## src/rtl/pll_rst_pkg.sv

```systemverilog
// Shared definitions for the PLL reset sequencer: state encoding, counter sizing
// and the saturating loss-counter increment.
package pll_rst_pkg;

    localparam int unsigned STATE_W = 3;
    localparam int unsigned LOSS_W  = 8;

    typedef enum logic [STATE_W-1:0] {
        ST_PLL_RST   = 3'd0,
        ST_WAIT_LOCK = 3'd1,
        ST_STABLE    = 3'd2,
        ST_RUN       = 3'd3,
        ST_FAULT     = 3'd4
    } seq_state_e;

    // Counter wide enough to hold its own limit value.
    function automatic int unsigned cnt_width(input int unsigned limit);
        return 32'($clog2(limit)) + 32'd1;
    endfunction

    function automatic logic [LOSS_W-1:0] loss_sat_inc(input logic [LOSS_W-1:0] cnt);
        return (cnt == {LOSS_W{1'b1}}) ? cnt : cnt + LOSS_W'(1);
    endfunction

endpackage

```

## src/rtl/sync_2ff.sv

```systemverilog
// Two-flop synchronizer for a single-bit level crossing into the clk domain.
module sync_2ff #(
    parameter logic RST_VAL = 1'b0
) (
    input  logic clk,
    input  logic rst,
    input  logic d_i,
    output logic q_o
);

    logic meta_q;
    logic sync_q;

    always_ff @(posedge clk or posedge rst) begin : sync_reg
        if (rst) begin
            meta_q <= RST_VAL;
            sync_q <= RST_VAL;
        end else begin
            meta_q <= d_i;
            sync_q <= meta_q;
        end
    end

    assign q_o = sync_q;

endmodule

```

## src/rtl/pll_rst_seq.sv

```systemverilog
// PLL reset sequencer: pulses pll_rst, qualifies a stable lock, releases sys_rst,
// retries on lock timeout and latches a fault once the retry budget is spent.
module pll_rst_seq
    import pll_rst_pkg::*;
#(
    parameter int unsigned RST_HOLD_CYCLES     = 16,
    parameter int unsigned LOCK_STABLE_CYCLES  = 1024,
    parameter int unsigned LOCK_TIMEOUT_CYCLES = 65536,
    parameter int unsigned MAX_RETRY           = 3
) (
    input  logic              clk,
    input  logic              rst,
    input  logic              pll_lock,
    input  logic              restart,
    output logic              pll_rst,
    output logic              sys_rst,
    output logic              ready,
    output logic              fault,
    output logic [LOSS_W-1:0] lock_loss_cnt,
    output logic [STATE_W-1:0] state
);

    localparam int unsigned HOLD_W  = cnt_width(RST_HOLD_CYCLES);
    localparam int unsigned STAB_W  = cnt_width(LOCK_STABLE_CYCLES);
    localparam int unsigned TMO_W   = cnt_width(LOCK_TIMEOUT_CYCLES);
    localparam int unsigned RETRY_W = cnt_width(MAX_RETRY);
    // The WAIT_LOCK sample that enters STABLE is the first of the qualifying run.
    localparam int unsigned STAB_LAST = (LOCK_STABLE_CYCLES > 32'd1) ? LOCK_STABLE_CYCLES - 32'd2 : 32'd0;

    seq_state_e           state_q, state_d;
    logic [HOLD_W-1:0]    hold_q, hold_d;
    logic [STAB_W-1:0]    stab_q, stab_d;
    logic [TMO_W-1:0]     tmo_q, tmo_d;
    logic [RETRY_W-1:0]   retry_q, retry_d;
    logic [LOSS_W-1:0]    loss_q, loss_d;
    logic                 pll_rst_q, pll_rst_d;
    logic                 sys_rst_q, sys_rst_d;
    logic                 ready_q, ready_d;
    logic                 fault_q, fault_d;
    logic                 lock_s;
    logic                 run_ok;
    logic                 tmo_hit;

    sync_2ff #(
        .RST_VAL(1'b0)
    ) u_lock_sync (
        .clk (clk),
        .rst (rst),
        .d_i (pll_lock),
        .q_o (lock_s)
    );

    always_ff @(posedge clk or posedge rst) begin : state_reg
        if (rst) begin
            state_q   <= ST_PLL_RST;
            hold_q    <= '0;
            stab_q    <= '0;
            tmo_q     <= '0;
            retry_q   <= '0;
            loss_q    <= '0;
            pll_rst_q <= 1'b1;
            sys_rst_q <= 1'b1;
            ready_q   <= 1'b0;
            fault_q   <= 1'b0;
        end else begin
            state_q   <= state_d;
            hold_q    <= hold_d;
            stab_q    <= stab_d;
            tmo_q     <= tmo_d;
            retry_q   <= retry_d;
            loss_q    <= loss_d;
            pll_rst_q <= pll_rst_d;
            sys_rst_q <= sys_rst_d;
            ready_q   <= ready_d;
            fault_q   <= fault_d;
        end
    end

    always_comb begin : next_state
        state_d = state_q;
        hold_d  = hold_q;
        stab_d  = stab_q;
        tmo_d   = tmo_q;
        retry_d = retry_q;
        loss_d  = loss_q;
        run_ok  = (state_q == ST_STABLE) && lock_s && (stab_q == STAB_W'(STAB_LAST));
        tmo_hit = (tmo_q == TMO_W'(LOCK_TIMEOUT_CYCLES - 32'd1));

        if (restart) begin
            // A lock drop coinciding with restart is still counted.
            if ((state_q == ST_RUN) && !lock_s) begin
                loss_d = loss_sat_inc(loss_q);
            end
            state_d = ST_PLL_RST;
            hold_d  = '0;
            retry_d = '0;
        end else begin
            unique case (state_q)
                ST_PLL_RST: begin
                    if (hold_q == HOLD_W'(RST_HOLD_CYCLES - 32'd1)) begin
                        state_d = ST_WAIT_LOCK;
                        hold_d  = '0;
                        tmo_d   = '0;
                    end else begin
                        hold_d = hold_q + HOLD_W'(1);
                    end
                end
                ST_WAIT_LOCK, ST_STABLE: begin
                    if (run_ok) begin
                        state_d = ST_RUN;
                        retry_d = '0;
                    end else if (tmo_hit) begin
                        retry_d = retry_q + RETRY_W'(1);
                        state_d = (retry_d == RETRY_W'(MAX_RETRY)) ? ST_FAULT : ST_PLL_RST;
                    end else begin
                        tmo_d = tmo_q + TMO_W'(1);
                        if (state_q == ST_WAIT_LOCK) begin
                            if (lock_s) begin
                                state_d = ST_STABLE;
                                stab_d  = '0;
                            end
                        end else if (!lock_s) begin
                            state_d = ST_WAIT_LOCK;
                        end else begin
                            stab_d = stab_q + STAB_W'(1);
                        end
                    end
                end
                ST_RUN: begin
                    if (!lock_s) begin
                        loss_d  = loss_sat_inc(loss_q);
                        state_d = ST_PLL_RST;
                    end
                end
                ST_FAULT: begin
                    state_d = ST_FAULT;
                end
                default: begin
                    state_d = ST_PLL_RST;
                    hold_d  = '0;
                end
            endcase
        end
    end

    // Outputs are decoded from the next state so they register alongside it.
    always_comb begin : output_dec
        pll_rst_d = (state_d == ST_PLL_RST) || (state_d == ST_FAULT);
        sys_rst_d = (state_d != ST_RUN);
        ready_d   = (state_d == ST_RUN);
        fault_d   = (state_d == ST_FAULT);
    end

    assign pll_rst       = pll_rst_q;
    assign sys_rst       = sys_rst_q;
    assign ready         = ready_q;
    assign fault         = fault_q;
    assign lock_loss_cnt = loss_q;
    assign state         = state_q;

endmodule
```

## config.mk

```make
export PLATFORM = sky130hd
export DESIGN_NAME = pll_rst_seq
export DESIGN_NICKNAME = d
export VERILOG_FILES = /design/src/rtl/pll_rst_pkg.sv /design/src/rtl/sync_2ff.sv /design/src/rtl/pll_rst_seq.sv
export SDC_FILE = /design/constraint.sdc
export NUM_CORES = 1
export LEC_CHECK = 0
export ABC_AREA = 1
export BUFFER_PORTS_ARGS = -buffer_cell sky130_fd_sc_hd__buf_2
export CAP_MARGIN = 20
export CORE_MARGIN = 1
export CORE_UTILIZATION = 51
export DETAILED_ROUTE_END_ITERATION = 6
export HOLD_SLACK_MARGIN = 0.06
export PLACE_DENSITY = 0.71
export SETUP_SLACK_MARGIN = 0.3
export SLEW_MARGIN = 0
export SYNTH_ARGS = -nofsm -noshare
export SYNTH_HDL_FRONTEND = slang
export SYNTH_SLANG_ARGS = --single-unit
```

## constraint.sdc

```tcl
create_clock -name clk -period 1.85 [get_ports clk]
set_input_delay 0.37 -clock clk [delete_from_list [all_inputs] [get_ports clk]]
set_output_delay 0.37 -clock clk [all_outputs]
set_load 0.005 [all_outputs]
```

* Word-level counts from Yosys, hierarchy flattened *
Index checks and enable logic that the tools add are counted.

cells by class
  reductions and logical operators = 17
  bitwise operators = 3
  multiply operators = 0
  order comparisons = 0
  $add $sub $neg = 5
  div/mod/pow operators = 0
  multiplexer cells = 29
  shift-type cells = 0
  equal/unequal tests = 18

operators by type and width
  kind                                                                     number
  17-bit two-way mux                                                       3
  8-bit two-way mux                                                        5
  3-bit two-way mux                                                        13
  17-bit case mux with 2 select lines                                      1
  11-bit two-way mux                                                       3
  17-bit by 1-bit adder with 17-bit output, second input constant          1
  17-bit by 16-bit == test with 1-bit output, second input constant        1
  3-bit by 2-bit == test with 1-bit output, second input constant          4
  3-bit case mux with 4 select lines                                       1
  11-bit by 1-bit adder with 11-bit output, second input constant          1
  11-bit by 10-bit == test with 1-bit output, second input constant        1
  5-bit two-way mux                                                        2
  5-bit case mux with 2 select lines                                       1
  5-bit AND reduction                                                      2
  8-bit by 1-bit adder with 8-bit output, second input constant            1
  8-bit == test, second input constant                                     1
  2-bit inequality test, second input constant                             4
  3-bit == test, second input constant                                     2
  3-bit zero test                                                          2
  2-bit nonzero test                                                       3
  5-bit by 1-bit adder with 5-bit output, second input constant            1
  5-bit by 4-bit == test with 1-bit output, second input constant          1
  2-bit by 1-bit inequality test with 1-bit output, second input constant  2
  4-bit OR reduction                                                       1
  11 further kinds                                                         15

storage, ports and cells
  bits in read-only memories = 0
  bits in latches = 0
  input port bits = 4
  logic and storage cells = 84
  bits in writable memories = 0
  output and inout port bits = 15
  memories kept = 0
  flip-flop bits (word level) = 53

* Depth between registers and ports, before layout *
Gate-level depths: netlist of run 1.

  depth in word-level cells = 9
  depth in mapped cells = 13
  gate-level depth less buffers = 13

* Cells and area by module *
Synthesis of run 1 repeated with hierarchy kept, for this count alone.

unflattened totals
  cell total of the unflattened synthesis = 417
  area total of the unflattened synthesis = 3,176.8 um^2

by module, submodules not included
  module       instances  cells each  area an instance (um^2)  seq. area each (um^2)
  pll_rst_seq  1          414         3,123.0                  1,278.7
  sync_2ff     1          3           53.8                     50.0

* Worst setup path before layout of run 1 *
Ideal clock, no wire load.

  path kind = register to register
  from = reg tmo_q[0]
  to = reg stab_q[1]
  period minus slack after synthesis = 2.002 ns
  path buffers = 1
  setup time = 0.118 ns
  required time = 1.732 ns
  stages on the path, launching flop included = 13
  setup slack = -0.152 ns
  data arrival time = 1.884 ns
  path through = dfrtp_1 > ha_1 > nand2_1 > nor2_1 > nand3_1 > nor3_1 > ha_1 > inv_1 > nand3_1 > nor2_4 > buf_6 > nand3b_1 > nand2_1

between the ends
  word-level cells in the longest chain between the ends = 3

ends and longest elaborated chain
  what                                        RTL line           source
  start: declaration                          pll_rst_seq.sv:33  logic [TMO_W-1:0] tmo_q, tmo_d;
  start signal: assignment                    pll_rst_seq.sv:69  tmo_q <= tmo_d;
  17-bit by 16-bit == test with 1-bit output  pll_rst_seq.sv:87  tmo_hit = (tmo_q == TMO_W'(LOCK_TIMEOUT_CYCLES - 32'd1));
  1-bit inverter (no source line)             --
  5-bit AND reduction (no source line)        --
  end signal: assignment                      pll_rst_seq.sv:68  stab_q <= stab_d;
  end: declaration                            pll_rst_seq.sv:32  logic [STAB_W-1:0] stab_q, stab_d;

No other way between the ends.
A chain may end at the register's enable or synchronous reset.

* Worst setup path in the final report of run 1 *
  from = reg tmo_q[1]
  to = reg stab_q[2]

The elaborated chain is that of the path after synthesis.

==> impl_metrics.tcl, run 1 <==
set metrics [dict create \
    status "complete, no violations" \
    max_freq_mhz 557.0 \
    synth_area_leaders "dfrtp_1, nand2_1, nor2_1, inv_1, nand3_1" \
    syn_inst 424 \
    finalSetupViolCount 0 \
    synth_edf_count 0 \
    first_pass_iters 4 \
    avgViaCountPerCell 5.059 \
    dp_hpwl_um 4789 \
    cts_tree "built" \
    detailed_place.area_mm2 0.003491 \
    gp_congestion 0.8297 \
    row_count 28 \
    finalNetCount 492 \
    die_w_um 80.68 \
    coreArea_mm2 0.005956 \
    end_kind "register" \
    async_flop_share 1.000 \
    tightest_slew_ns 0.5911 \
    grt_overflow_total 0 \
    slew_violations 0 \
    area_delta_synth_final_pct 21.56 \
    io_pins 19 \
    grt_pass1_vias 2371 \
    port_buffers 18 \
    wire_per_inst_um 12.73 \
    largest_register_ffs 17 \
    synthDistinctLibCells 33 \
    critPathMaxStageDelay_ns 0.40 \
    hold_class "primary input to async pin" \
    critPathTopFamily "simple AND/OR/NAND/NOR gates" \
    synth_seq_cells 53 \
    crit_buf_inv 2 \
    fp.dieH_um 80.68 \
    hold_viol 0 \
    grt_max_degree 28 \
    drt_iter0_markers 134 \
    whs_ns 0.1161 \
    ant_nets 0 \
    antenna_found_initial 0 \
    drive_gt1_frac 0.2370 \
    cts_buffers 5 \
    fin_skew_ns 0.01004 \
    leakagePower_nw 1.910 \
    vias 2813 \
    diodes 0 \
    cts-root-buf "clkbuf_8" \
    slew_headroom 0.6051 \
    worst-path-stages 12 \
    power_mw 2.060 \
    peakVddDrop_mv 0.3778 \
    critPathMaxFanout 7 \
    drc_errors 0 \
    critPathLaunchType "register" \
    numClockSinks 53 \
    finalCritPeriodShare 0.9705 \
    drt_wl_total_um 7076 \
    power_density_mw_per_mm2 536.7 \
    arrival_ns 2.04 \
    crit_slowest_cell "dfrtp_1" \
    synth_area_mm2 0.003157 \
    yosys-top-cells-count "nand2_1, nor2_1, dfrtp_1" \
    ys_seq_area_frac 0.4209 \
    grt_util_all_layers 0.2279 \
    start_util 0.5300 \
    postCtsHoldBufs 0 \
    avgSynthCellArea_um2 7.445 \
    synth_top_area_share 0.4043 \
    final_cell_area_mm2 0.003837 \
    fin_crit_ns 1.795 \
    cts_max_path_buffers 2 \
    path_clk_slew_ns 0.10 \
    rsz0062_at_grt "true" \
    ys.flop_type "dfrtp_1" \
    yosysMostFrequentCell "nand2_1" \
    cap_violations 0 \
    htree_levels 2 \
    insertion_delay_ns 0.31 \
    syn_nets 436 \
    die_area_mm2 0.006508 \
    path_cells "ha_2 -> nand2_2 -> nor2_4 -> nand3_2 -> nor3_2 -> ha_2 -> inv_2 -> nand3_4 -> nor2_4 -> buf_6 -> nand3_1 -> nand2_1" \
    grt_pass1_wl_um 11260 \
    regMostFlops "tmo_q" \
    cp.required_ns 2.10 \
    ff2ff_path_depth 12 \
    synth-warning-count 0 \
    worstSetupPathType "register to register" \
    synth_top_cell_by_area "dfrtp_1" \
]
==> what timing repair did <==
item | CTS | global route
gates resized for setup | 12 | 23
gates cloned | 1 | 1
endpoints found under the setup margin | 38 | 45
setup buffers | 5 | 8
pin swaps | 17 | 14
==> power by group <==
group | internal, mW | switching, mW
registers | 1.17 | 0.00902
logic | 0.0173 | 0.0483
clock network | 0.442 | 0.378
total | 1.62 | 0.435
==> final cells by class <==
class                      count  area, um2
fill                         530       2118
multi-input combinational    323       1765
sequential                    53       1329
timing repair buffer          51      349.1
inverter                      46      183.9
tap                           75      93.84
clock buffer                   7      86.33
clock inverter                 1      30.03
==> path summary, 6_finish.rpt <==
path	startpoint	end	slack [ns]
setup / recovery	tmo_q[1]	stab_q[2]	0.05
hold / removal	rst	stab_q[10]	0.12
setup reg to reg	tmo_q[1]	stab_q[2]	0.05
hold reg to reg	u_lock_sync.meta_q	u_lock_sync.q_o	0.36
max in group asynchronous	rst	tmo_q[2]	1.20
min in group clk	pll_lock	u_lock_sync.meta_q	0.16
==> metal layers <==
metal	vias up	wire length, um	global-route usage
met5	-	0	0
met4	0	99	0.06607
met3	11	307	0.02955
met2	64	3278	0.3492
met1	1287	3390	0.3338
li1	1451	-	-
==> per-stage QoR <==
stage                     TNS, ns  cells  setup slack, ns  utilization
after global placement          0    533           0.1205       0.5861
after detailed placement        0    533          0.06125       0.5861
after global routing      -0.7632    556         -0.05076       0.6443
after CTS                       0    547           0.1095       0.6204
after floorplan                 0    424          0.03960            -
final                           0    556          0.05461       0.6443
==> cells in the final DEF, fill, tap and decap left out, types with 4 or more instances in the layout <==
| master | n |
|---|---|
| inv_2 | 10 |
| xor2_1 | 12 |
| inv_1 | 33 |
| nand3_1 | 22 |
| buf_2 | 18 |
| ha_1 | 5 |
| o21bai_1 | 4 |
| xnor2_1 | 7 |
| nor2_4 | 5 |
| nand2_2 | 11 |
| o21ai_0 | 4 |
| buf_4 | 30 |
| a21oi_1 | 4 |
| nor2_1 | 53 |
| nand3_2 | 7 |
| nand2_1 | 146 |
| nand2_4 | 4 |
| dfrtp_1 | 51 |
| clkbuf_8 | 6 |
| o21ai_1 | 5 |
| nand4_1 | 12 |
==> kinds of logic (layout without fill, tap and decap cells) <==
group,after synthesis,count (layout),synth area share
AND/OR/NAND/NOR,272,274,0.3853
flip-flops,53,53,0.4209
buffers and inverters,50,105,0.06579
XOR/XNOR,19,19,0.05272
AO/OA/AOI/OAI,22,22,0.04360
adder cells (fa/ha/maj),8,8,0.03171
(Power assumes the default switching activity.)
==> inputs of run 2 (changes only) <==
- ABC_AREA: 1 -> unset
- PLACE_DENSITY: 0.71 -> 0.72
- SKIP_CTS_REPAIR_TIMING: unset -> 1
- SLEW_MARGIN: 0 -> 20
==> run 2 against run 1 <==
Effect of this change: the flow now finishes with violations (negative setup slack); setup slack got worse by 0.65 ns; design area increased by 4.5%; synthesized area decreased by 8.4%; count of clock-buffer cells in the layout unchanged; synthesized cell count decreased by 29%; maximum frequency decreased by 27%; routed wire length increased by 7.1%; non-clock buffer count increased by 46.
==> impl_metrics.tcl, run 2 <==
set metrics [dict create \
    status "complete, but fails checks" \
    violations "negative setup slack" \
    coreArea_mm2 0.005473 \
    avgViaCountPerCell 5.899 \
    vias 2755 \
    r2r-end "tmo_q[3]" \
    end_kind "register" \
    cts_max_path_buffers 2 \
    ys.flop_type "dfrtp_1" \
    synth-compound-area-share 0.1644 \
    port_buffers 18 \
    grt_max_degree 36 \
    yosys-top-cells-count "dfrtp_1, nand2_1, nor2_1" \
    insertion_delay_ns 0.32 \
    r2r_setup_slack_ns -0.59 \
    cts_buffers 5 \
    cts_tree "built" \
    cap_violations 0 \
    fin_cells 467 \
    synth-warning-count 0 \
    numClockSinks 53 \
    synth_area_mm2 0.002892 \
    drt_iter0_markers 225 \
    cts-root-buf "clkbuf_8" \
    synth_edf_count 0 \
    diodes 0 \
    grt_util_all_layers 0.2476 \
    syn_inst 300 \
    wire_per_inst_um 16.23 \
    first_pass_iters 4 \
    fp.dieH_um 77.30 \
    synth_top_family_by_area "simple AND/OR/NAND/NOR gates" \
    slew_violations 0 \
    drc_errors 0 \
    reg2reg_from "tmo_q[6]" \
    synthDistinctLibCells 61 \
    antenna_found_initial 0 \
    async_flop_share 1.000 \
    area_delta_synth_final_pct 38.73 \
    fin_crit_ns 2.443 \
    arrival_ns 2.65 \
    die_area_mm2 0.005975 \
    leakagePower_nw 1.836 \
    regMostFlops "tmo_q" \
    gp_congestion 0.8518 \
    finalCritPeriodShare 1.321 \
    htree_levels 2 \
    ys_seq_area_frac 0.4595 \
    synth.area.mux_share 0.01471 \
    worstSetupPathType "register to register" \
    slew_headroom 0.6552 \
    hold_class "primary input to async pin" \
    power_density_mw_per_mm2 492.0 \
    finalNetCount 406 \
    synth_seq_cells 53 \
    fin_util 0.7330 \
    yosysMostFrequentCell "dfrtp_1" \
    final_cell_mix "buf_4, dfrtp_1, nand2_1, nor2_1, buf_2" \
    ant_nets 0 \
    ff2ff_path_depth 11 \
    io_pins 19 \
    yosys.area_share.simple 0.2562 \
    synth_top_cell_by_area "dfrtp_1" \
    rsz0062_at_grt "true" \
    crit_end "tmo_q[3]" \
    synth_top_area_share 0.4414 \
    critPathLaunchType "register" \
    drt_wl_total_um 7581 \
    critPathMaxFanout 5 \
    synth_area_leaders "dfrtp_1, nand2_1, ha_1, nand3_1, nand4_1" \
    syn_nets 312 \
    synthAdderAreaFrac 0.03462 \
    finalWorstSetupSlack_ns -0.5934 \
    row_count 27 \
    numPlacedInstances 445 \
    grt_pass1_wl_um 11480 \
    dp_hpwl_um 5060 \
    drive_gt1_frac 0.4127 \
    cp.required_ns 2.06 \
    finalSetupViolCount 35 \
    largest_register_ffs 17 \
    path_clk_slew_ns 0.09 \
    avgSynthCellArea_um2 9.638 \
    final_common_cell "buf_4" \
    grt_pass1_vias 2470 \
    fin_skew_ns 0.01488 \
    grt_overflow_total 0 \
    crit_start "tmo_q[6]" \
    hold_viol 0 \
    pre_cts_ws_ns -0.6672 \
    peakVddDrop_mv 0.3173 \
    die_w_um 77.30 \
    fillerInstances 385 \
    max_freq_mhz 409.3 \
    tightest_slew_ns 0.5124 \
    synth-xor-area-share 0.03635 \
    start_util 0.5283 \
    power_mw 1.974 \
]
==> run 2: cell types whose count changed in the layout (fill, tap and decap cells not counted), moves of 7 or more <==
cell and change:
buf_4 +43, inv_2 -9, and3_1 +7, xor2_1 -7
inv_1 -25, nand2_2 -8, nor2_1 -35, nand2_1 -123
==> run 2: cells by family (layout without fill, tap and decap cells) <==
family,count (synthesis),in the layout
DFF,53,53
buffers and inverters,22,116
adders and majority gates,8,8
xor gates and xnor gates,12,12
muxes,4,4
AOI/OAI and AO/OA,68,68
and+or+nand+nor,133,134
==> run 2: layout make-up <==
type | instances | area (um2) | share of cell area
Multi-Input combinational cell | 226 | 1747 | 0.4354
Sequential cell | 53 | 1331 | 0.3319
Timing Repair Buffer | 97 | 714.4 | 0.1781
Tap cell | 72 | 90.09 | 0.02246
Clock buffer | 7 | 76.32 | 0.01903
Inverter | 11 | 45.04 | 0.01123
Clock inverter | 1 | 7.507 | 0.001871
==> run 2: critical path, cell delays in order (launching register included) <==
cell and delay [ns]:
dfrtp_1 0.39, and4_4 0.19, and4_4 0.16, and3_4 0.15, and3_4 0.18, ha_4 0.17
or2_4 0.24, o22ai_4 0.21, buf_4 0.15, buf_4 0.12, nand2_1 0.07, o31ai_2 0.29
==> run 2: routing by layer <==
| layer | track usage | share of wire |
|---|---|---|
| met3 | 0.04405 | 0.040 |
| met2 | 0.3876 | 0.48 |
| met1 | 0.3428 | 0.47 |
| met4 | 0.08868 | 0.012 |
| met5 | 0 | 0 |
==> run 2: per-stage QoR <==
stage               setup TNS [ns]  hold WS [ns]  instance area (um2)
detailed placement          -15.50        0.3444                 3570
global route                -17.63       0.08454                 4011
CTS                         -16.12       0.07369                 3654
global placement            -13.64        0.3317                 3570
finish                      -14.73       0.05310                 4011
floorplan                   -12.57        0.3312                 2958
==> run 2: report_power, final <==
| group | internal, mW | switching (mW) | leakage (nW) |
|---|---|---|---|
| registers | 1.17 | 0.00733 | 0.690 |
| logic | 0.0560 | 0.0756 | 1.11 |
| clock network | 0.269 | 0.395 | 0.0385 |
==> run 2: how the worst min path moves through the flow <==
stage / from / endpoint / slack (ns) / depth (start not counted)
2_1_floorplan: u_lock_sync.meta_q / u_lock_sync.q_o / 0.33 / 0
3_3_place_gp: u_lock_sync.meta_q / u_lock_sync.q_o / 0.33 / 0
3_5_place_dp: u_lock_sync.meta_q / u_lock_sync.q_o / 0.34 / 0
4_1_cts: rst / tmo_q[14] / 0.07 / 2
5_1_grt: rst / tmo_q[6] / 0.08 / 2
6_report: rst / tmo_q[13] / 0.05 / 2
==> inputs of run 3 (changes only) <==
- ABC_AREA: unset -> 1
- PLACE_DENSITY: 0.72 -> 0.71
==> run 3 against run 2 <==
Effect of this change: maximum frequency rose by 35%; the run now ends clean; total power is 4.5% higher; setup slack improved by 0.64 ns; design area shrank 6.6%; largest power group unchanged; hold slack improved by 0.059 ns.
==> impl_metrics.tcl, run 3 (same netlist as run 1, synthesis figures left out) <==
set metrics [dict create \
    die_w_um 80.68 \
    wire_per_inst_um 12.29 \
    regMostFlops "tmo_q" \
    grt_pass1_wl_um 10830 \
    drt_iter0_markers 116 \
    fp.dieH_um 80.68 \
    drt_wl_total_um 6711 \
    drive_gt1_frac 0.2272 \
    ant_nets 0 \
    cts_tree "built" \
    status "complete, no violations" \
    die_area_mm2 0.006508 \
    start_util 0.5300 \
    avgViaCountPerCell 4.998 \
    diodes 0 \
    cap_violations 0 \
    grt_max_degree 28 \
    finalCritPeriodShare 0.9748 \
    rsz0062_at_grt "true" \
    critPathLaunchType "register" \
    cp.required_ns 2.05 \
    antenna_found_initial 0 \
    area_delta_synth_final_pct 18.67 \
    finalNetCount 482 \
    slew_violations 0 \
    coreArea_mm2 0.005956 \
    worstSetupPathType "register to register" \
    final_common_cell "nand2_1" \
    cts_buffers 5 \
    critPathMaxFanout 7 \
    grt_overflow_total 0 \
    fin_skew_ns 0.01280 \
    cts_max_path_buffers 2 \
    hold_class "primary input to async pin" \
    numClockSinks 53 \
    finalSetupTns_ns 0 \
    first_pass_iters 4 \
    io_pins 19 \
    slew_headroom 0.6028 \
    power_density_mw_per_mm2 550.8 \
    peakVddDrop_mv 0.3704 \
    drc_errors 0 \
    insertion_delay_ns 0.31 \
    path_clk_slew_ns 0.10 \
    htree_levels 2 \
    cts-root-buf "clkbuf_8" \
    fillerInstances 554 \
    dp_hpwl_um 4789 \
    finalSetupViolCount 0 \
    end_kind "register" \
    arrival_ns 2.00 \
    max_freq_mhz 554.5 \
    grt_util_all_layers 0.2187 \
    hold_viol 0 \
    whs_ns 0.1121 \
    final_cell_mix "nand2_1, nor2_1, dfrtp_1, inv_1, nand3_1" \
    fin_crit_ns 1.803 \
    grt_pass1_vias 2331 \
    leakagePower_nw 1.891 \
    vias 2729 \
    largest_register_ffs 17 \
    tightest_slew_ns 0.5946 \
    row_count 28 \
    gp_congestion 0.8297 \
    port_buffers 18 \
]
[run 3: worst paths after layout]
path,slack [ns],startpoint,to,depth (start not counted)
worst max-delay path,0.05,tmo_q[0],stab_q[2],12
worst min-delay path,0.11,rst,stab_q[10],2
worst max register to register,0.05,tmo_q[0],stab_q[2],12
worst min register to register,0.36,u_lock_sync.meta_q,u_lock_sync.q_o,0
max in group asynchronous,1.19,rst,tmo_q[2],3
min in group clk,0.16,pll_lock,u_lock_sync.meta_q,1
[run 3: where the power goes]
group / switching [mW] / total [mW] / internal [mW]
registers: 0.00909 / 1.17 / 1.17
clock network: 0.385 / 0.827 / 0.442
logic: 0.0452 / 0.0619 / 0.0167
total: 0.439 / 2.06 / 1.62
[run 3: cell type report]
type / count / area, um2 / area share
multi-input cells: 321 / 1740 / 0.4646
inverters: 46 / 181.4 / 0.04843
well taps: 75 / 93.84 / 0.02505
clock inverters: 1 / 30.03 / 0.008016
flip-flops and latches: 53 / 1329 / 0.3547
clock buffers: 7 / 86.33 / 0.02305
repair buffers: 43 / 285.3 / 0.07615
[run 3: per-stage QoR]
stage	total power, mW	util	cells	worst slack (ns)	area (um2)
after CTS	2.085	0.6057	541	0.03897	3607
after global routing	2.134	0.6290	546	-0.08681	3746
final	2.063	0.6290	546	0.04657	3746
after global placement	1.258	0.5861	533	0.1205	3491
after floorplan	1.235	-	424	0.03960	3192
after detailed placement	1.260	0.5861	533	0.06125	3491
[run 3: worst max-delay path: stages, from the launching register on]
cell and delay [ns]:
dfrtp_1 0.37, ha_2 0.22, nand2_4 0.07, nor2_4 0.10, nand3_2 0.10, nor3_2 0.16
ha_2 0.23, inv_2 0.06, nand3_4 0.09, nor2_4 0.07, buf_6 0.13, nand3_2 0.05
nand2_1 0.06
[run 3: metal layers]
| metal | share of wire | GRT usage |
|---|---|---|
| met4 | 0.011 | 0.07321 |
| met5 | 0 | 0 |
| met3 | 0.021 | 0.02955 |
| met2 | 0.46 | 0.3297 |
| met1 | 0.51 | 0.3201 |
